`config.mk`:
```
export PLATFORM = sky130hd
export DESIGN_NAME = keypad_scan_module
export DESIGN_NICKNAME = d
export VERILOG_FILES = /design/src/rtl/keypad_pkg.sv /design/src/rtl/sync_2ff.sv /design/src/rtl/keypad_scan_module.sv
export SDC_FILE = /design/constraint.sdc
export NUM_CORES = 1
export LEC_CHECK = 0
export ABC_AREA = 1
export BUFFER_PORTS_ARGS = -buffer_cell sky130_fd_sc_hd__buf_2
export CAP_MARGIN = 20
export CORE_UTILIZATION = 55
export CTS_BUF_LIST = sky130_fd_sc_hd__clkbuf_16
export DETAILED_ROUTE_END_ITERATION = 6
export GPL_TIMING_DRIVEN = 0
export PLACE_DENSITY = 0.79
export SLEW_MARGIN = 20
export SYNTH_ARGS = -nofsm -noshare
export SYNTH_HDL_FRONTEND = slang
export SYNTH_SLANG_ARGS = --single-unit
export TNS_END_PERCENT = 1
```
`constraint.sdc`:
```
create_clock -name sys_clk_in -period 2.89 [get_ports sys_clk_in]
set_input_delay 0.578 -clock sys_clk_in [delete_from_list [all_inputs] [get_ports sys_clk_in]]
set_output_delay 0.578 -clock sys_clk_in [all_outputs]
set_load 0.01 [all_outputs]
```
`src/rtl/keypad_pkg.sv`:
```
// Shared definitions for the 4x4 keypad scanner: FSM encoding, matrix size
// and the row priority encoder.
package keypad_pkg;

    localparam int KP_ROWS = 4;
    localparam int KP_COLS = 4;

    typedef enum logic [1:0] {
        SCAN     = 2'd0,
        DEBOUNCE = 2'd1,
        HELD     = 2'd2,
        RELEASE  = 2'd3
    } kp_state_e;

    // Any row pulled low means a key on the strobed column is closed.
    function automatic logic row_hit(input logic [KP_ROWS-1:0] rows);
        return ~&rows;
    endfunction

    // Lowest-index low row wins, so scan from the top down and keep overwriting.
    function automatic logic [1:0] row_encode(input logic [KP_ROWS-1:0] rows);
        logic [1:0] idx;
        idx = 2'd0;
        for (int i = KP_ROWS - 1; i >= 0; i--) begin
            if (!rows[i]) begin
                idx = 2'(i);
            end
        end
        return idx;
    endfunction

endpackage

```
`src/rtl/sync_2ff.sv`:
```
// Generic two-flop synchronizer for asynchronous board inputs.
module sync_2ff #(
    parameter int               WIDTH     = 1,
    parameter logic [WIDTH-1:0] RESET_VAL = {WIDTH{1'b1}}
) (
    input  logic             clk,
    input  logic             rst_n,
    input  logic [WIDTH-1:0] d,
    output logic [WIDTH-1:0] q
);

    logic [WIDTH-1:0] meta_r;
    logic [WIDTH-1:0] sync_r;

    // Two-stage capture of the asynchronous input.
    always_ff @(posedge clk or negedge rst_n) begin
        if (!rst_n) begin
            meta_r <= RESET_VAL;
            sync_r <= RESET_VAL;
        end else begin
            meta_r <= d;
            sync_r <= meta_r;
        end
    end

    assign q = sync_r;

endmodule

```
`src/rtl/keypad_scan_module.sv`:
```
// 4x4 active-low keypad scanner: column strobe, synchronized row sampling,
// press/release debounce and one-cycle key events.
module keypad_scan_module
    import keypad_pkg::*;
#(
    parameter int SCAN_DIV     = 1000,  // >= 4 so the synchronizer settles within a slot
    parameter int DEBOUNCE_CNT = 8      // >= 1
) (
    input  logic                 sys_clk_in,
    input  logic                 reset,
    input  logic [KP_ROWS-1:0]   row_in,
    output logic [KP_COLS-1:0]   col_out,
    output logic [3:0]           key_code,
    output logic                 key_valid,
    output logic                 key_pressed
);

    localparam int PW = (SCAN_DIV > 1) ? $clog2(SCAN_DIV) : 1;
    localparam int CW = $clog2(DEBOUNCE_CNT + 1);

    logic [KP_ROWS-1:0] row_s;
    logic               tick_s;
    logic               hit_s;
    logic [1:0]         row_idx_s;

    logic [PW-1:0]      presc_r;
    kp_state_e          state_r,    state_nx;
    logic [CW-1:0]      count_r,    count_nx;
    logic [1:0]         col_r,      col_nx;
    logic [1:0]         cand_row_r, cand_row_nx;
    logic [1:0]         cand_col_r, cand_col_nx;
    logic               accept_s;
    logic               release_done_s;

    logic [KP_COLS-1:0] col_out_r;
    logic [3:0]         key_code_r;
    logic               key_valid_r;
    logic               key_pressed_r;

    sync_2ff #(
        .WIDTH     (KP_ROWS),
        .RESET_VAL ({KP_ROWS{1'b1}})
    ) u_row_sync (
        .clk   (sys_clk_in),
        .rst_n (reset),
        .d     (row_in),
        .q     (row_s)
    );

    assign tick_s    = (presc_r == PW'(SCAN_DIV - 1));
    assign hit_s     = row_hit(row_s);
    assign row_idx_s = row_encode(row_s);

    // Column slot prescaler; rows are only looked at on the last cycle of a slot.
    always_ff @(posedge sys_clk_in or negedge reset) begin
        if (!reset) begin
            presc_r <= PW'(0);
        end else if (tick_s) begin
            presc_r <= PW'(0);
        end else begin
            presc_r <= presc_r + PW'(1);
        end
    end

    // Scan/debounce state register.
    always_ff @(posedge sys_clk_in or negedge reset) begin
        if (!reset) begin
            state_r    <= SCAN;
            count_r    <= CW'(0);
            col_r      <= 2'd0;
            cand_row_r <= 2'd0;
            cand_col_r <= 2'd0;
        end else begin
            state_r    <= state_nx;
            count_r    <= count_nx;
            col_r      <= col_nx;
            cand_row_r <= cand_row_nx;
            cand_col_r <= cand_col_nx;
        end
    end

    // Next-state logic; nothing moves between ticks.
    always_comb begin
        state_nx       = state_r;
        count_nx       = count_r;
        col_nx         = col_r;
        cand_row_nx    = cand_row_r;
        cand_col_nx    = cand_col_r;
        accept_s       = 1'b0;
        release_done_s = 1'b0;
        if (tick_s) begin
            case (state_r)
                SCAN: begin
                    if (hit_s) begin
                        cand_row_nx = row_idx_s;
                        cand_col_nx = col_r;
                        if (DEBOUNCE_CNT == 1) begin
                            accept_s = 1'b1;
                            count_nx = CW'(0);
                            state_nx = HELD;
                        end else begin
                            count_nx = CW'(1);
                            state_nx = DEBOUNCE;
                        end
                    end else begin
                        col_nx = col_r + 2'd1;
                    end
                end
                DEBOUNCE: begin
                    if (hit_s && (row_idx_s == cand_row_r)) begin
                        if (count_r == CW'(DEBOUNCE_CNT - 1)) begin
                            accept_s = 1'b1;
                            count_nx = CW'(0);
                            state_nx = HELD;
                        end else begin
                            count_nx = count_r + CW'(1);
                        end
                    end else begin
                        count_nx = CW'(0);
                        col_nx   = col_r + 2'd1;
                        state_nx = SCAN;
                    end
                end
                HELD: begin
                    if (!hit_s) begin
                        if (DEBOUNCE_CNT == 1) begin
                            release_done_s = 1'b1;
                            count_nx       = CW'(0);
                            state_nx       = SCAN;
                        end else begin
                            count_nx = CW'(1);
                            state_nx = RELEASE;
                        end
                    end else begin
                        state_nx = HELD;
                    end
                end
                RELEASE: begin
                    // Column stays frozen here; it only advances on the next SCAN tick.
                    if (!hit_s) begin
                        if (count_r == CW'(DEBOUNCE_CNT - 1)) begin
                            release_done_s = 1'b1;
                            count_nx       = CW'(0);
                            state_nx       = SCAN;
                        end else begin
                            count_nx = count_r + CW'(1);
                        end
                    end else begin
                        state_nx = HELD;
                    end
                end
                default: begin
                    count_nx = CW'(0);
                    state_nx = SCAN;
                end
            endcase
        end else begin
            state_nx = state_r;
        end
    end

    // Registered column strobe and key outputs.
    always_ff @(posedge sys_clk_in or negedge reset) begin
        if (!reset) begin
            col_out_r     <= 4'b1110;
            key_code_r    <= 4'd0;
            key_valid_r   <= 1'b0;
            key_pressed_r <= 1'b0;
        end else begin
            col_out_r   <= ~(4'b0001 << col_nx);
            key_valid_r <= accept_s;
            if (accept_s) begin
                key_code_r    <= {cand_row_nx, cand_col_nx};
                key_pressed_r <= 1'b1;
            end else if (release_done_s) begin
                key_pressed_r <= 1'b0;
            end else begin
                key_pressed_r <= key_pressed_r;
            end
        end
    end

    assign col_out     = col_out_r;
    assign key_code    = key_code_r;
    assign key_valid   = key_valid_r;
    assign key_pressed = key_pressed_r;

endmodule

```
* Yosys cells after proc, flatten, opt, wreduce, memory -nomap -nowiden
Index checks and enable logic that the tools add are counted.
** Storage, ports and cells
- Register bits after elaboration :: 40
- Input port bits :: 6
- Output and inout bits :: 10
- Word-level logic and storage cells :: 72
** Operators by class
- Add/subtract/negate cells :: 3
- Eq/ne operators :: 11
- Shift operators :: 1
- Muxes and demuxes :: 37
- Bitwise gates (word level) :: 1
- Reductions and logical operators :: 7
** Operators by type and width (count)
- 2-bit two-way mux :: 18
- 4-bit two-way mux :: 5
- 4-bit one-hot mux with 4 select lines :: 1
- 4-bit AND reduction :: 3
- 10-bit by 1-bit adder with 10-bit output (second input constant) :: 1
- 10-bit equality test (second input constant) :: 1
- 1-bit two-way mux :: 10
- 10-bit two-way mux :: 1
- 2-bit one-hot mux with 4 select lines :: 1
- 2-bit != test (second input constant) :: 3
- 3-bit != test (second input constant) :: 2
- 4-bit by 1-bit adder with 4-bit output (second input constant) :: 1
- 2-bit equality test (second input constant) :: 2
- 4-bit by 3-bit equality test with 1-bit output (second input constant) :: 1
- 4-bit inverter :: 1
- 2-bit one-hot mux with 2 select lines :: 1
- 1-bit by 2-bit << shifter with 4-bit output (first input constant) :: 1
- 2-bit by 1-bit adder with 2-bit output (second input constant) :: 1
- 2-bit by 1-bit equality test with 1-bit output (second input constant) :: 1
- 2-bit equality test :: 1
- 2-bit zero test :: 1
- 2-bit nonzero test :: 1
- 1-bit logical AND :: 1
- 1-bit zero test :: 1

* Longest topological paths before layout
- Depth in word-level cells :: 11
- Gate-level depth with buffers :: 12
- Mapped depth without buffers :: 12

* By module
A second synthesis with hierarchy kept.
** Second synthesis, totals
- Cells, all modules :: 213
- Area total of the unflattened synthesis :: 1936.9 sq um
** By module, submodules not included
- keypad_scan_module :: instances 1, cells each 205, area each 1726.7 sq um, sequential area each 804.5 sq um
- sync_2ff :: instances 1, cells each 8, area each 210.2 sq um, sequential area each 210.2 sq um

* Least setup slack after synthesis
No wires, ideal clock.
- Kind :: reg-to-reg
- From :: register u_row_sync.sync_r[0] (netlist: u_row_sync.q[0])
- To :: register col_out_r[0] (netlist: col_out[0])
- Setup time :: 0.117 ns
- Arrival :: 1.313 ns
- Required time :: 2.773 ns
- Slack :: 1.460 ns
- Cell stages (with the launch flop) :: 12
- Buffers on the path :: 0
- Clock period less this slack :: 1.430 ns
- Cells stage by stage :: dfstp_2 nand2_2 nor2_4 inv_2 nand2_4 inv_2 nor2_4 nand2_1 nand2_1 nand2_2 inv_2 nand2_1
** Between the ends
- Word-level cells in the longest chain between the ends :: 8
- Elaborated cells between the ends (all ways) :: 11
- Those cells by class :: eq/ne: 1; shift: 1; mux: 5; bitwise: 1; reduce/logical: 3
** RTL lines
- from (decl) :: RTL line sync_2ff.sv:13 : logic [WIDTH-1:0] sync_r;
- from (signal assigned) :: RTL line sync_2ff.sv:22 : sync_r <= meta_r;
- 2-bit two-way mux / 4-bit AND reduction (equally long branches) :: RTL line keypad_pkg.sv:25, keypad_pkg.sv:17
- 2-bit equality test / 1-bit zero test (equally long branches) :: RTL line keypad_scan_module.sv:110, keypad_pkg.sv:17
- 1-bit logical AND :: RTL line keypad_scan_module.sv:110 : if (hit_s && (row_idx_s == cand_row_r)) begin
- 2-bit two-way mux :: RTL line keypad_scan_module.sv:110
- 2-bit one-hot mux with 2 select lines (*) :: RTL line keypad_scan_module.sv:92 : case (state_r)
- 2-bit two-way mux (*) :: RTL line keypad_scan_module.sv:91 : if (tick_s) begin
- named net col_nx[1] :: RTL line keypad_scan_module.sv:29 : logic [1:0] col_r, col_nx;
- 1-bit by 2-bit << shifter with 4-bit output (*) :: RTL line keypad_scan_module.sv:170 : col_out_r <= ~(4'b0001 << col_nx);
- 4-bit inverter (*) :: RTL line keypad_scan_module.sv:170
- to (signal assigned) :: RTL line keypad_scan_module.sv:170
- to (decl) :: RTL line keypad_scan_module.sv:35 : logic [KP_COLS-1:0] col_out_r;
The timed path passes the listed nets; every way through them passes the cells marked *.
A chain may end at the register's enable or synchronous reset.

* Worst setup path after layout
- From :: register presc_r[0]
- To :: register key_code_r[0] (netlist: key_code[0])
** Between the ends
- Word-level cells in the longest chain between the ends :: 2
- Elaborated cells between the ends (all ways) :: 3
- Those cells by class :: eq/ne: 1; mux: 2
** RTL lines
- from (decl) :: RTL line keypad_scan_module.sv:26 : logic [PW-1:0] presc_r;
- from (signal assigned) :: RTL line keypad_scan_module.sv:61 : presc_r <= presc_r + PW'(1);
- 10-bit equality test (*) :: RTL line keypad_scan_module.sv:50 : assign tick_s = (presc_r == PW'(SCAN_DIV - 1));
- 2-bit two-way mux / 1-bit two-way mux (equally long branches) :: RTL line keypad_scan_module.sv:91
- to (signal assigned) :: RTL line keypad_scan_module.sv:173 : key_code_r <= {cand_row_nx, cand_col_nx};
- to (decl) :: RTL line keypad_scan_module.sv:36 : logic [3:0] key_code_r;
Mark *: on every way between the ends. The rest lies on a longest branch, timed or not.

==> flow_metrics.tcl <==
set metrics [dict create \
    run_status "finished, final reports clean" \
    ir_worst_vdd_uv 369.4 \
    clock_skew_ns 0.007952 \
    rrSetupSlack_ns 1.27 \
    insertion_delay_ns 0.28 \
    grt-ovfl-total 0 \
    cts_tree "yes" \
    ctsResizeCount 0 \
    synth-seq-area-share_pct 52.63 \
    cts.hold.buffers_added 0 \
    antennaDiodeCount 0 \
    dp_hpwl_um 2465 \
    place.gp.congestion 0.9205 \
    regToRegStartpoint "presc_r[0]" \
    fin_crit_sh_pct 56.09 \
    synth_area_mm2 0.001928 \
    io_buffers 15 \
    clkTransAtPathRegs_ns 0.06 \
    synth_cells 218 \
    synth_cell_type_count 31 \
    yosysWarnings 0 \
    rsz0062_at_grt "no" \
    drive_above_1_share_pct 26.97 \
    first_pass_iters 4 \
    p_leak_nw 1.190 \
    cp-startpoint "presc_r[0]" \
    hold_viol 0 \
    post_cts_buffers 0 \
    cts_max_level 2 \
    r2r_end "key_code[0]" \
    grt_start_max_net_pins 41 \
    grt_util_all_layers_pct 22.95 \
    power_density_mw_per_mm2 555.0 \
    crit_required_ns 3.06 \
    synth-adder-area-share_pct 1.298 \
    die_x_um 61.21 \
    routed_wl_um 3658 \
    initial_core_util_pct 57.78 \
    coreArea_mm2 0.003337 \
    synth_compound_area_share_pct 5.581 \
    synth-xor-area-share_pct 1.363 \
    fmax_ghz 0.6169 \
    ctsRootBufferMaster "clkbuf_16" \
    post-route-util_pct 66.93 \
    vias_per_cell 5.289 \
    drc 0 \
    wl_per_cell_um 12.75 \
    antenna_found_initial 0 \
    finalSetupViolCount 0 \
    synth-simple-area-share_pct 33.10 \
    area_delta_synth_final_pct 15.83 \
    min_from "u_row_sync.meta_r[3]" \
    clock-sinks 40 \
    synth.avg_cell_area_um2 8.844 \
    cts_made_buffers 5 \
    yosys-mux-area-fraction_pct 0 \
    arrival_ns 1.79 \
    ant_nets 0 \
    drt_iter0_drc 65 \
    worst_pin_slew_ns 0.8441 \
    crit_type "register to register" \
    ys_ff_latch 40 \
    io-pin-count 16 \
    grt_pass1_vias 1405 \
    fillCellCount 266 \
    cts_buffer_depth 2 \
    whs_path_depth 0 \
    chipHeight_um 61.21 \
    layout_min_cycle_time_ns 1.621 \
    route.vias.total 1518 \
    nNetsFinal 248 \
    worstHoldEndpoint "u_row_sync.q[3]" \
    start_kind "register" \
    whs_ns 0.3557 \
    maxSlewHeadroom_pct 43.73 \
    cp_max_fo 8 \
    ff2ff_path_depth 8 \
    dieArea_mm2 0.003747 \
    max_cap_violations 0 \
    grt_pass1_wl_um 6092 \
    slew_violations 0 \
    worstHoldPathType "register to register" \
    fin_tns_setup_ns 0 \
    num_rows 21 \
    synth_top_family_by_area "simple AND/OR/NAND/NOR gates" \
    crit_path_end_kind "register" \
    syn-num-nets 226 \
]
## critical path, cell delays in order, from the launching register on
cell and delay [ns]:
dfrtp_1 0.37, ha_1 0.19, nand2_1 0.15, inv_2 0.13, nand3_4 0.16, inv_2 0.15
nand4_2 0.19, nand2_1 0.10, nand2_1 0.06
## kinds of logic after synthesis
kind of cell,after synthesis
flops,40
compound gates,16
buf+inv,31
simple gates,126
xor+xnor,3
fa+ha+maj,2
## layer usage
metal  up-vias  wire length [µm]  GRT usage (%)
li1        745                 -              -
met1       730              1629          28.18
met2        36              1852          38.98
met3         7               121          5.252
met4         0                55          9.740
met5         -                 0              0
## cells in the final DEF, fill, tap and decap left out, drive strengths merged
cell type and count:
nand2 70, dfstp 11, and3 1, dfrtp 29, o21ai 6, o2bb2ai 1, inv 29, nand3 23
a211oi 1, o22ai 1, buf 15, bufinv 1, ha 2, nand4 8, clkinv 4, a21boi 1
a21oi 5, a22oi 1, nor2 21, xor2 3, nor3 3, clkbuf 5
## worst max-delay path by stage
stage | end | slack, ns | cells past startpoint
final | key_code[0] | 1.27 | 8
after global placement | col_out[0] | 1.33 | 11
after floorplan | col_out[0] | 1.46 | 11
after global routing | count_r[0] | 1.11 | 8
after CTS | count_r[0] | 1.27 | 8
after detailed placement | key_code[2] | 1.28 | 9
## flip-flops by register name, summed over array words and instances (netlist names)
name,flops
state_r,2
count_r,4
key_code,4
key_valid,1
u_row_sync.meta_r,4
presc_r,10
cand_col_r,2
cand_row_r,2
col_r,2
key_pressed,1
u_row_sync.q,4
col_out,4
## synth_stat cells (all sizes together)
master,instances,area [µm²]
nor3,3,31.28
dfrtp,29,725.7
xor2,3,26.28
o21ai,6,30.02
ha,2,25.02
inv,29,108.9
a211oi,1,7.510
nor2,21,121.4
nand2,70,282.8
and3,1,6.260
clkinv,2,7.510
a22oi,1,7.510
a21boi,1,7.510
dfstp,11,289.0
o22ai,1,6.260
a21oi,5,40.04
nand4,8,56.30
nand3,23,140.1
o2bb2ai,1,8.760
## stage by stage
stage	power (mW)	worst slack, ns	std cells	area [µm²]
floorplan	0.5980	1.460	218	1928
global placement	0.6139	1.326	279	2061
detailed placement	0.6152	1.275	279	2061
CTS	1.247	1.270	287	2233
global route	1.273	1.108	287	2233
finish	1.239	1.269	287	2233
## power breakdown
part           leakage, nW  internal (mW)  switching (mW)
combinational        0.599        0.00740          0.0237
clock               0.0840          0.410           0.225
sequential           0.507          0.571         0.00286
total                 1.19          0.988           0.252
## final cells by class
cell class	instances	area (µm²)	share of cell area, %
tap	46	57.56	2.577
clock inverter	3	47.55	2.129
sequential	40	1015	45.43
multi-input combinational	147	797.0	35.69
inverter	31	116.4	5.210
clock buffer	5	125.1	5.602
timing repair buffer	15	75.07	3.361
No activity file was read; power rests on OpenSTA's default activity.
